### config.mk
export PLATFORM = sky130hd
export DESIGN_NAME = issue_queue_jmp
export DESIGN_NICKNAME = d
export VERILOG_FILES = /design/src/rtl/issue_queue_jmp_pkg.sv /design/src/rtl/iq_jmp_src_wake.sv /design/src/rtl/issue_queue_jmp.sv
export SDC_FILE = /design/constraint.sdc
export NUM_CORES = 1
export LEC_CHECK = 0
export CAP_MARGIN = 20
export CORE_MARGIN = 2
export CORE_UTILIZATION = 60
export CTS_BUF_LIST = sky130_fd_sc_hd__clkbuf_8
export CTS_CLUSTER_DIAMETER = 30
export CTS_CLUSTER_SIZE = 14
export DETAILED_ROUTE_END_ITERATION = 10
export PLACE_DENSITY = 0.8
export REMOVE_ABC_BUFFERS = 1
export SLEW_MARGIN = 0
export SYNTH_ARGS = -nofsm -noshare
export SYNTH_HDL_FRONTEND = slang
export SYNTH_SLANG_ARGS = --single-unit
### constraint.sdc
create_clock -name clk -period 9.7 [get_ports clk]
set_input_delay 0.97 -clock clk [delete_from_list [all_inputs] [get_ports clk]]
set_output_delay 0.97 -clock clk [all_outputs]
set_load 0.01 [all_outputs]
### src/rtl/issue_queue_jmp_pkg.sv
// Shared definitions for the jump/branch issue queue: field widths, the
// queue entry layout and the operand source-select encoding used by the
// jump register-read stage.
package issue_queue_jmp_pkg;

    localparam int POS_W  = 6;   // ROB position
    localparam int PREG_W = 6;   // physical register tag
    localparam int AREG_W = 5;   // architectural register index
    localparam int PC_W   = 32;

    // Downstream operand mux select; bit 1 distinguishes JMP from ALU bypass.
    typedef enum logic [1:0] {
        SRC_PRS        = 2'b00,
        SRC_ALU_BYPASS = 2'b01,
        SRC_JMP_BYPASS = 2'b11
    } src_sel_e;

    // Static fields captured at dispatch; readiness lives in the wake cells.
    typedef struct packed {
        logic [POS_W-1:0]  pos;
        logic [PREG_W-1:0] prd;
        logic [PREG_W-1:0] prs1;
        logic [PREG_W-1:0] prs2;
        logic              prs1_valid;
        logic              prs2_valid;
        logic [2:0]        funct3;
        logic [6:0]        funct7;
        logic [AREG_W-1:0] rs1;
        logic [AREG_W-1:0] rs2;
        logic [AREG_W-1:0] rd;
        logic [PC_W-1:0]   pc;
    } iq_jmp_entry_t;

endpackage

### src/rtl/iq_jmp_src_wake.sv
// Readiness tracker for one source operand of one queue entry. Compares the
// source tag against the ALU, JMP and writeback wake ports; while the entry
// is being written it compares the incoming dispatch tag instead, so a wake
// in the dispatch cycle is not lost. Fresh bits record "woken last cycle".
module iq_jmp_src_wake
    import issue_queue_jmp_pkg::*;
(
    input  logic              clk,
    input  logic              reset,
    input  logic              flush,
    input  logic              load,
    input  logic [PREG_W-1:0] disp_tag,
    input  logic              disp_used,
    input  logic              disp_busy_ready,
    input  logic [PREG_W-1:0] held_tag,
    input  logic              held_used,
    input  logic              alu_wake_valid,
    input  logic [PREG_W-1:0] alu_wake_tag,
    input  logic              jmp_wake_valid,
    input  logic [PREG_W-1:0] jmp_wake_tag,
    input  logic              wb_wake_valid,
    input  logic [PREG_W-1:0] wb_wake_tag,
    output logic              rdy,
    output logic              alufresh,
    output logic              jmpfresh
);

    logic [PREG_W-1:0] tag;
    logic              used;
    logic              alu_hit;
    logic              jmp_hit;
    logic              wb_hit;

    // Select the tag being tracked this cycle and match it against the wake ports.
    // NOTE: every output of an always_comb is assigned on every path, so no latch is inferred.
    always_comb begin
        tag     = load ? disp_tag  : held_tag;
        used    = load ? disp_used : held_used;
        alu_hit = used && (tag != '0) && alu_wake_valid && (alu_wake_tag == tag);
        jmp_hit = used && (tag != '0) && jmp_wake_valid && (jmp_wake_tag == tag);
        wb_hit  = used && (tag != '0) && wb_wake_valid  && (wb_wake_tag  == tag);
    end

    // Ready is sticky until the slot is rewritten; fresh bits last one cycle.
    // NOTE: sequential state uses non-blocking assignments so every flop samples pre-edge values.
    always_ff @(posedge clk) begin
        if (reset || flush) begin
            rdy      <= 1'b0;
            alufresh <= 1'b0;
            jmpfresh <= 1'b0;
        end else begin
            rdy      <= (load ? (!disp_used || disp_busy_ready) : rdy)
                        || alu_hit || jmp_hit || wb_hit;
            alufresh <= alu_hit;
            jmpfresh <= jmp_hit;
        end
    end

endmodule

### src/rtl/issue_queue_jmp.sv
// In-order issue queue for the jump/branch pipe. A circular buffer of
// dispatched micro-ops; the head issues once both of its sources are ready,
// carrying ALU/JMP bypass flags. Younger entries never pass the head.
module issue_queue_jmp
    import issue_queue_jmp_pkg::*;
#(
    parameter int DEPTH = 8,
    parameter int PTR_W = 3
) (
    input  logic              clk,
    input  logic              reset,
    input  logic              flush_iq,
    input  logic              disp_valid,
    output logic              disp_ready,
    input  logic [POS_W-1:0]  disp_pos,
    input  logic [PREG_W-1:0] disp_prd,
    input  logic [PREG_W-1:0] disp_prs1,
    input  logic [PREG_W-1:0] disp_prs2,
    input  logic              disp_prs1_valid,
    input  logic              disp_prs2_valid,
    input  logic              disp_prs1_ready,
    input  logic              disp_prs2_ready,
    input  logic [2:0]        disp_funct3,
    input  logic [6:0]        disp_funct7,
    input  logic [AREG_W-1:0] disp_rs1,
    input  logic [AREG_W-1:0] disp_rs2,
    input  logic [AREG_W-1:0] disp_rd,
    input  logic [PC_W-1:0]   disp_pc,
    input  logic              alu_wake_valid,
    input  logic [PREG_W-1:0] alu_wake_tag,
    input  logic              jmp_wake_valid,
    input  logic [PREG_W-1:0] jmp_wake_tag,
    input  logic              wb_wake_valid,
    input  logic [PREG_W-1:0] wb_wake_tag,
    output logic              req_issue,
    output logic [POS_W-1:0]  pos_issue,
    output logic [PREG_W-1:0] prd_issue,
    output logic [PREG_W-1:0] prs1_issue,
    output logic [PREG_W-1:0] prs2_issue,
    output logic              prs1_valid_issue,
    output logic              prs2_valid_issue,
    output logic [2:0]        funct3_issue,
    output logic [6:0]        funct7_issue,
    output logic [AREG_W-1:0] rs1_issue,
    output logic [AREG_W-1:0] rs2_issue,
    output logic [AREG_W-1:0] rd_issue,
    output logic [PC_W-1:0]   pc_issue,
    output logic              alubypass1_issue,
    output logic              alubypass2_issue,
    output logic              jmpbypass1_issue,
    output logic              jmpbypass2_issue
);

    localparam logic [PTR_W:0] FULL_COUNT = (PTR_W + 1)'(DEPTH);

    iq_jmp_entry_t      mem [DEPTH];
    iq_jmp_entry_t      head_ent;
    logic [PTR_W-1:0]   head;
    logic [PTR_W-1:0]   tail;
    logic [PTR_W:0]     count;
    logic [DEPTH-1:0]   rdy1, rdy2, alufresh1, alufresh2, jmpfresh1, jmpfresh2;
    logic               do_disp;
    logic               do_issue;

    // Handshake and issue decision from registered state only.
    always_comb begin
        disp_ready = !reset && !flush_iq && (count < FULL_COUNT);
        do_disp    = disp_valid && disp_ready;
        head_ent   = mem[head];
        req_issue  = !reset && !flush_iq && (count != '0) && rdy1[head] && rdy2[head];
        do_issue   = req_issue;
    end

    // Issue fields come straight from the head slot; bypass flags are gated by issue.
    always_comb begin
        pos_issue        = head_ent.pos;
        prd_issue        = head_ent.prd;
        prs1_issue       = head_ent.prs1;
        prs2_issue       = head_ent.prs2;
        prs1_valid_issue = head_ent.prs1_valid;
        prs2_valid_issue = head_ent.prs2_valid;
        funct3_issue     = head_ent.funct3;
        funct7_issue     = head_ent.funct7;
        rs1_issue        = head_ent.rs1;
        rs2_issue        = head_ent.rs2;
        rd_issue         = head_ent.rd;
        pc_issue         = head_ent.pc;
        alubypass1_issue = req_issue && alufresh1[head];
        alubypass2_issue = req_issue && alufresh2[head];
        jmpbypass1_issue = req_issue && jmpfresh1[head] && !alufresh1[head];
        jmpbypass2_issue = req_issue && jmpfresh2[head] && !alufresh2[head];
    end

    // Pointer and occupancy bookkeeping; flush wins over issue and dispatch.
    always_ff @(posedge clk) begin
        if (reset || flush_iq) begin
            head  <= '0;
            tail  <= '0;
            count <= '0;
        end else begin
            if (do_issue) head <= head + PTR_W'(1);
            if (do_disp)  tail <= tail + PTR_W'(1);
            case ({do_disp, do_issue})
                2'b10:   count <= count + (PTR_W + 1)'(1);
                2'b01:   count <= count - (PTR_W + 1)'(1);
                default: count <= count;
            endcase
        end
    end

    // Field storage written at the tail.
    // NOTE: payload storage has no reset; occupancy and readiness decide whether a slot is live.
    always_ff @(posedge clk) begin
        if (do_disp) begin
            mem[tail] <= '{pos: disp_pos, prd: disp_prd, prs1: disp_prs1, prs2: disp_prs2,
                           prs1_valid: disp_prs1_valid, prs2_valid: disp_prs2_valid,
                           funct3: disp_funct3, funct7: disp_funct7, rs1: disp_rs1,
                           rs2: disp_rs2, rd: disp_rd, pc: disp_pc};
        end
    end

    for (genvar i = 0; i < DEPTH; i++) begin : g_entry
        logic load;
        assign load = do_disp && (tail == PTR_W'(i));

        iq_jmp_src_wake u_src1 (
            .clk(clk), .reset(reset), .flush(flush_iq), .load(load),
            .disp_tag(disp_prs1), .disp_used(disp_prs1_valid), .disp_busy_ready(disp_prs1_ready),
            .held_tag(mem[i].prs1), .held_used(mem[i].prs1_valid),
            .alu_wake_valid(alu_wake_valid), .alu_wake_tag(alu_wake_tag),
            .jmp_wake_valid(jmp_wake_valid), .jmp_wake_tag(jmp_wake_tag),
            .wb_wake_valid(wb_wake_valid), .wb_wake_tag(wb_wake_tag),
            .rdy(rdy1[i]), .alufresh(alufresh1[i]), .jmpfresh(jmpfresh1[i])
        );

        iq_jmp_src_wake u_src2 (
            .clk(clk), .reset(reset), .flush(flush_iq), .load(load),
            .disp_tag(disp_prs2), .disp_used(disp_prs2_valid), .disp_busy_ready(disp_prs2_ready),
            .held_tag(mem[i].prs2), .held_used(mem[i].prs2_valid),
            .alu_wake_valid(alu_wake_valid), .alu_wake_tag(alu_wake_tag),
            .jmp_wake_valid(jmp_wake_valid), .jmp_wake_tag(jmp_wake_tag),
            .wb_wake_valid(wb_wake_valid), .wb_wake_tag(wb_wake_tag),
            .rdy(rdy2[i]), .alufresh(alufresh2[i]), .jmpfresh(jmpfresh2[i])
        );
    end

endmodule

### After elaboration in Yosys (flattened, before gate mapping)

Memory sizes are Yosys's and may differ from the RTL's. A register that Yosys moved wholly into a read port is not among the register bits.
Cells that the tools add are included.

* register bits: 58
* latch bits: 0
* bits in writable memories: 664
* word-level logic and storage cells: 388
* bits in read-only memories: 0
* memories: 1
* input bits: 110

Memories
* mem: words 8, bits a word 83, read ports 9, clocked after memory_dff 1, wr ports 1, RTL line issue_queue_jmp.sv:56 `iq_jmp_entry_t mem [DEPTH];`

* div/mod/pow operators: 0
* $add $sub $neg: 4
* bitwise logic cells: 0
* shift operators: 0
* reductions and logical operators: 208
* mux-type cells: 65
* equality and inequality tests: 57
* multipliers: 0
* order comparisons: 2

Operators with widths (count)
* $eq A6 B6 Y1: 48
* $logic_and A1 B1 Y1: 132
* $mux W6: 16
* $reduce_bool A6 Y1: 16
* $logic_or A1 B1 Y1: 51
* $mux W1: 40
* $bmux W1 S3: 6
* $eq A3 B3 Y1 const B: 4
* $pmux W4 S2: 1
* $add A3 B1 Y3 const B: 2
* $eq A3 B2 Y1 const B: 2
* $logic_not A1 Y1: 6
* $mux W3: 2
* $add A4 B1 Y4 const B: 1
* $lt A3 B4 Y1 const B: 1
* $lt A4 B4 Y1 const B: 1
* $reduce_bool A4 Y1: 1
* $sub A4 B1 Y4 const B: 1
* $eq A3 B1 Y1 const B: 1
* $logic_not A3 Y1: 1
* $eq A2 B1 Y1 const B: 1
* $eq A2 B2 Y1 const B: 1
* $reduce_bool A2 Y1: 1

### Logic depth before layout (Yosys ltp)

Gate-level depths: netlist of the first run.

* depth in word-level cells: 13
* depth in mapped cells: 13
* gate-level depth less buffers: 12

### Hierarchy

Synthesis of the first run repeated with hierarchy kept, for this count alone.

* cell total of the unflattened synthesis: 1916
* area total of the unflattened synthesis: 33271.9 µm²

By module, submodules not included
* issue_queue_jmp: times used 1, seq. area each 20199.4 µm², area each 26045.0 µm², cells an instance 1084
* iq_jmp_src_wake: times used 16, seq. area each 60.1 µm², area each 451.7 µm², cells an instance 52

### Worst setup path before layout of the first run

No wires, ideal clock.

* path kind: input to register
* start point: input flush_iq
* end point: memory mem[4][0] (netlist bit), enable pin
* slack: 1.885 ns
* arrival: 7.188 ns
* cell stages on the path: 4
* cells stage by stage: nor4b_4 > buf_4 > nand2_1 > nor3_1

* longest elaborated chain between the ends: 6

Ends and longest elaborated chain
* start, declared: RTL line issue_queue_jmp.sv:12 `input logic flush_iq,`
* $logic_not A1 Y1: RTL line issue_queue_jmp.sv:67 `disp_ready = !reset && !flush_iq && (count < FULL_COUNT);`
* $logic_and A1 B1 Y1 (2 in a row): RTL line issue_queue_jmp.sv:67
* $logic_and A1 B1 Y1: RTL line issue_queue_jmp.sv:68 `do_disp = disp_valid && disp_ready;`
* $mux W1: RTL line issue_queue_jmp.sv:114 `if (do_disp) begin`
* $mux W1 (implied by the code): RTL line issue_queue_jmp.sv:115 `mem[tail] <= '{pos: disp_pos, prd: disp_prd, prs1: disp_prs1, prs2: disp_prs2,`
* end, declared: RTL line issue_queue_jmp.sv:56

No other way between the ends.

==> flow_metrics.py, run 1 <==
metrics = {
    "outcome": {
        "status": "finished, final reports clean",
    },
    "pwr": {
        "power_density_nw_per_um2": 176,
        "internal_power_uw": 5350,
        "swShare_pct": 22.8,
        "leakagePower_uw": 0.0123,
        "ir_worst_vdd_uv": 196,
        "p_seq_share_pct": 49.5,
        "clock_power_share_pct": 45.0,
        "pwr-share-comb_pct": 5.5,
        "power.switching_uw": 1580,
    },
    "timing": {
        "slew-limit-headroom_pct": 23.5,
        "hold_viol": 0,
        "rsz0062_at_grt": "no",
        "fmax_ghz": 0.205,
        "report.final.setup_viol": 0,
        "fin_setup_tns_ns": 0,
        "slew_viol_final": 0,
        "worst_pin_slew_ns": 1.15,
        "min_period_over_period_pct": 50.2,
        "finalClockSkew_ns": 0.0507,
        "whs_ns": 0.547,
        "fin_crit_ns": 4.87,
    },
    "floorplan": {
        "boundaryPins": 199,
        "die_y_um": 241,
        "core-area_um2": 55300,
        "start_util_pct": 61.0,
        "die_area_um2": 58100,
        "dieWidth_um": 241,
        "rows": 86,
    },
    "synth": {
        "synth_area_per_cell_um2": 15.8,
        "muxShareOfSynthArea_pct": 16.3,
        "synth_top_family_by_area": "multiplexers",
        "synth-xor-area-share_pct": 7.45,
        "synthFlopType": "edfxtp_1",
        "synth_top_area_share_pct": 59.1,
        "synth.most_common_cell": "edfxtp_1",
        "syn-instance-count": 2134,
        "yosys_warnings": 0,
        "synth_edf_count": 664,
        "synthAdderAreaFrac_pct": 0.430,
        "ys_seq_area_share_pct": 62.7,
        "synth_area_um2": 33700,
        "synth_compound_area_share_pct": 4.45,
        "ys_top_cells_by_area": "edfxtp_1 59%, mux4_2 12%, xnor2_1 4.4%",
        "synth_top_area_cell": "edfxtp_1",
        "synth.distinct_cells": 81,
        "async_flop_share_pct": 0,
        "synth_common_cells": "664 x edfxtp_1, 175 x mux4_2, 169 x xnor2_1, 118 x xor2_1, 99 x nor2_1",
        "yosys_register_bits": 725,
        "synth-simple-area-share_pct": 6.33,
    },
    "global_route": {
        "grt_pass1_vias": 21614,
        "grt_first_pass_wirelength_um": 139000,
        "grt.total_usage_pct": 32.9,
        "grt_overflow": 0,
        "antenna_found_initial": 5,
        "grt_max_degree": 99,
    },
    "clock_network": {
        "cts.repair.resized": 0,
        "clk_latency_ns": 0.77,
        "htree_num_levels": 3,
        "cts_tree": "done",
        "cts_buffers": 118,
        "hold_buffers": 0,
        "post_cts_buffers": 0,
        "clk_pin_slew_ns": 0.05,
        "clockRootBuffer": "clkbuf_8",
        "cts_sinks": 725,
        "cts.path.max_buffers": 3,
    },
    "detailed_routing": {
        "drt_iter0_drc": 2956,
        "firstDrtPassIters": 6,
        "vias": 21289,
        "drt-vias-per-instance": 6.61,
        "drc": 0,
        "wl_um": 93500,
        "routedWlPerCell_um": 29.0,
        "drtAntennaViolNets": 0,
    },
    "cells_and_area": {
        "syn_to_final_growth_pct": 16.7,
        "finalNetCount": 2487,
        "nFillCells": 3448,
        "utilization_pct": 71.2,
        "drive_above_1_share_pct": 22.4,
    },
    "worst_setup_path": {
        "r2r_slack_ns": 5.88,
        "crit_arrival_ns": 3.90,
        "critPathKind": "register to output port",
        "crit_fanout": 98,
        "startpoint_type": "register",
        "end_kind": "output port",
        "worst_ep_required_time_ns": 8.73,
    },
    "placed_design": {
        "port_buffers": 198,
        "place_congestion": 1.07,
        "hpwl_um": 56000,
    },
    "hold_path": {
        "hold_class": "register to register",
    },
    "job": {
        "maxCapViolCount": 0,
    },
}
[sequential cells by signal, summed over array words and instances (netlist names), named ones only]
register                 flops
count                        4
tail                         3
g_entry.u_src1.rdy           8
g_entry.u_src1.alufresh      8
head                         3
g_entry.u_src2.alufresh      8
g_entry.u_src1.jmpfresh      8
g_entry.u_src2.jmpfresh      8
g_entry.u_src2.rdy           8
mem                        664
[cell usage in the layout (no fill, tap or decap), types with 51 or more instances in the layout]
cell	count
nor2_1	93
nand2_1	80
clkdlybuf4s50_1	197
buf_4	51
o21ai_0	52
xor2_1	118
xnor2_1	169
mux2_2	85
mux2i_1	52
edfxtp_1	664
dfxtp_1	58
mux4_2	175
clkbuf_8	121
[worst max-delay path, stage by stage (launching register included)]
cell and delay, ns:
dfxtp_4 0.85, buf_12 0.63, mux4_2 0.60, mux2_2 0.30
clkdlybuf4s50_1 0.53
[per-layer routing]
metal | share of wire (%) | vias up | wire length [um] | global-route usage [%]
met1 | 38 | 10644 | 35400 | 45.3
met2 | 46 | 1406 | 42800 | 49.8
met5 | 0.077 | - | 72 | 0
li1 | - | 8885 | - | -
met3 | 11 | 344 | 10600 | 8.69
met4 | 4.9 | 10 | 4590 | 14.9
[cell families after synthesis]
logic type      Yosys count
xor+xnor                287
mux                     317
simple gates            402
compound gates          219
flops                   725
fa+ha+maj                11
buf+inv                 173
[metrics by stage]
step / power [uW] / setup WS [ns] / cells / area [um2]
after floorplan: 3640 / 0.951 / 1995 / 33100
after global placement: 3850 / 5.19 / 2994 / 36500
after detailed placement: 3860 / 5.10 / 2994 / 36500
after CTS: 6960 / 4.78 / 3218 / 39400
after global routing: 7110 / 4.58 / 3218 / 39400
final: 6930 / 4.83 / 3219 / 39400
[area by class of cell]
class / count / area (um2) / area share (%)
inverter: 34 / 128 / 0.324
antenna: 1 / 2.50 / 0.00636
multi-input combinational: 1236 / 11900 / 30.1
clock buffer: 121 / 1670 / 4.23
clock inverter: 103 / 1200 / 3.05
sequential: 725 / 21200 / 53.8
timing repair buffer: 251 / 2400 / 6.10
tap: 748 / 936 / 2.38
[power by group through the flow]
stage	clock network [uW]	registers, uW	logic (uW)
global route	3290	3430	392
CTS	3160	3430	364
floorplan	0	3500	143
finish	3120	3430	378
detailed placement	0	3500	362
global placement	0	3490	355
[path summary, 6_finish.rpt]
path                                from            to  depth (start not counted)
worst min-delay path            count[2]      count[2]                          2
worst min register to register  count[2]      count[2]                          2
worst max-delay path            register  rs2_issue[0]                          4
worst max register to register   head[0]      count[3]                         11
(Power assumes the default switching activity.)
==> run 2, diff against run 1 <==
Clock period 9.7 ns to 4.8 ns, I/O delays scaled along.
==> run 2 against run 1 <==
  * Die area did not move
  * Worst setup slack got worse by 4.1 ns
  * Power rose by 110%
  * Routed wire length is 6.4% higher
  * Sequential cell count is the same
  * Sequential share of layout area is 1.0 points lower
==> flow_metrics.py, run 2 (synthesis results as in run 1) <==
metrics = {
    "timing": {
        "hold_viol": 0,
        "rsz0062_at_grt": "no",
        "slew-limit-headroom_pct": 20.9,
        "fmax_ghz": 0.246,
        "slew_viol_final": 0,
        "min_period_over_period_pct": 84.8,
        "fin_crit_ns": 4.07,
        "finalClockSkew_ns": 0.0573,
        "report.final.setup_viol": 0,
        "fin_setup_tns_ns": 0,
        "whs_ns": 0.388,
        "worst_pin_slew_ns": 1.18,
        "setup_ws_ns": 0.731,
    },
    "global_route": {
        "antenna_found_initial": 5,
        "grt.total_usage_pct": 35.2,
        "grt_max_degree": 84,
        "grt_first_pass_wirelength_um": 146000,
        "grt_pass1_vias": 22207,
        "met3_usage_pct": 11.1,
        "met1_usage_pct": 48.5,
        "grt_overflow": 0,
        "grt.met2_usage_pct": 52.5,
        "grt-busiest-layer": "met2",
    },
    "clock_network": {
        "cts.repair.resized": 0,
        "cts.path.max_buffers": 3,
        "cts_buffers": 135,
        "clk_pin_slew_ns": 0.07,
        "cts_sinks": 725,
        "clockRootBuffer": "clkbuf_8",
        "cts_tree": "done",
        "htree_num_levels": 4,
        "post_cts_buffers": 0,
        "hold_buffers": 0,
        "clk_latency_ns": 0.81,
    },
    "cells_and_area": {
        "nFillCells": 3388,
        "regArea_um2": 21200,
        "stdcell_count": 3284,
        "multi_input_area_um2": 11900,
        "syn_to_final_growth_pct": 19.0,
        "final_common_cell": "edfxtp_1",
        "largest_reg_flops": 664,
        "drive_above_1_share_pct": 24.7,
        "regMostFlops": "mem",
        "finalNetCount": 2544,
        "design_area_um2": 40100,
        "layout_common_cells": "664 x edfxtp_1, 197 x clkdlybuf4s50_1, 175 x mux4_2",
    },
    "worst_setup_path": {
        "critPathKind": "register to output port",
        "crit_arrival_ns": 3.59,
        "slowest_stage": "dfxtp_4",
        "end_kind": "output port",
        "startpoint_type": "register",
        "crit_chain": "buf_12 > mux4_2 > mux2_2 > clkdlybuf4s50_1",
        "cp_num_buf_inv": 2,
        "worst_ep_required_time_ns": 4.32,
        "critPathMaxStageDelay_ns": 0.82,
        "crit_fanout": 58,
        "cp_top_family": "buffers and inverters",
    },
    "detailed_routing": {
        "wl_um": 99500,
        "routedWlPerCell_um": 30.3,
        "drt_iter0_drc": 2769,
        "drt-vias-per-instance": 6.61,
        "vias": 21719,
        "drc": 0,
        "firstDrtPassIters": 6,
        "drtAntennaViolNets": 0,
    },
    "placed_design": {
        "place_area_um2": 37000,
        "place_ws_ns": 1.12,
        "hpwl_um": 63500,
        "dp.cells": 3034,
        "port_buffers": 198,
        "place_congestion": 1.07,
    },
    "floorplan": {
        "boundaryPins": 199,
        "start_util_pct": 61.0,
        "dieWidth_um": 241,
        "rows": 86,
        "core-area_um2": 55300,
        "die_y_um": 241,
        "die_area_um2": 58100,
    },
    "outcome": {
        "status": "finished, final reports clean",
    },
    "pwr": {
        "clock_power_share_pct": 46.7,
        "leakagePower_uw": 0.0127,
        "pwr-share-comb_pct": 5.5,
        "swShare_pct": 23.3,
        "ir_worst_vdd_uv": 373,
        "power_density_nw_per_um2": 361,
        "internal_power_uw": 11100,
        "power.switching_uw": 3380,
        "p_seq_share_pct": 47.8,
    },
    "job": {
        "maxCapViolCount": 0,
    },
    "hold_path": {
        "hold_class": "primary input to register",
    },
}
[run 2: cell types whose count changed in the layout (fill, tap and decap cells not counted), sizes merged]
cell    delta
diode      +1
clkbuf    +18
buf       +40
inv        +7
bufinv     -1
[run 2: power by group through the flow]
stage | combinational (uW) | sequential (uW) | clock [uW]
after floorplan | 289 | 7070 | 0
after global placement | 755 | 7060 | 0
after detailed placement | 764 | 7060 | 0
after CTS | 770 | 6930 | 6840
after global routing | 826 | 6930 | 7110
final | 799 | 6930 | 6770
[run 2: worst paths after layout]
kind                                   from           end  slack [ns]  cells after the start
worst max register to register      head[0]      count[3]        1.24                     11
worst min-delay path            disp_pc[29]    mem[4][29]        0.39                      1
worst min register to register     count[2]      count[2]        0.56                      2
worst max-delay path               register  rs2_issue[3]        0.73                      4
[run 2: area by class of cell]
class / instances / share of cell area, %
sequential: 725 / 52.8
multi-input combinational: 1236 / 29.6
timing repair buffer: 291 / 7.23
clock buffer: 139 / 4.77
clock inverter: 109 / 3.02
tap: 748 / 2.33
inverter: 34 / 0.318
antenna: 2 / 0.0125
[run 2: worst register-to-register path: cells and delay by family (launching register included)]
family                   cells  cell delay (ns)
buffers and inverters        1             0.13
flip-flops                   1             0.86
AND/OR/NAND/NOR              2             0.57
XOR/XNOR                     1             0.09
multiplexers                 1             0.50
adder cells (fa/ha/maj)      2             0.54
AO/OA/AOI/OAI                4             0.76
[run 2: routing by layer]
| layer | share of wire, % | vias to the layer above | wire, um |
|---|---|---|---|
| li1 | - | 9029 | - |
| met1 | 38 | 10886 | 38100 |
| met2 | 46 | 1475 | 45400 |
| met3 | 12 | 321 | 11900 |
| met4 | 4.0 | 8 | 4030 |
| met5 | 0.056 | - | 56 |
[run 2: through the flow]
| step | power, uW | utilization, % |
|---|---|---|
| floorplan | 7360 | - |
| global placement | 7820 | 66.9 |
| detailed placement | 7830 | 66.9 |
| CTS | 14500 | 72.5 |
| global route | 14900 | 72.5 |
| finish | 14500 | 72.6 |
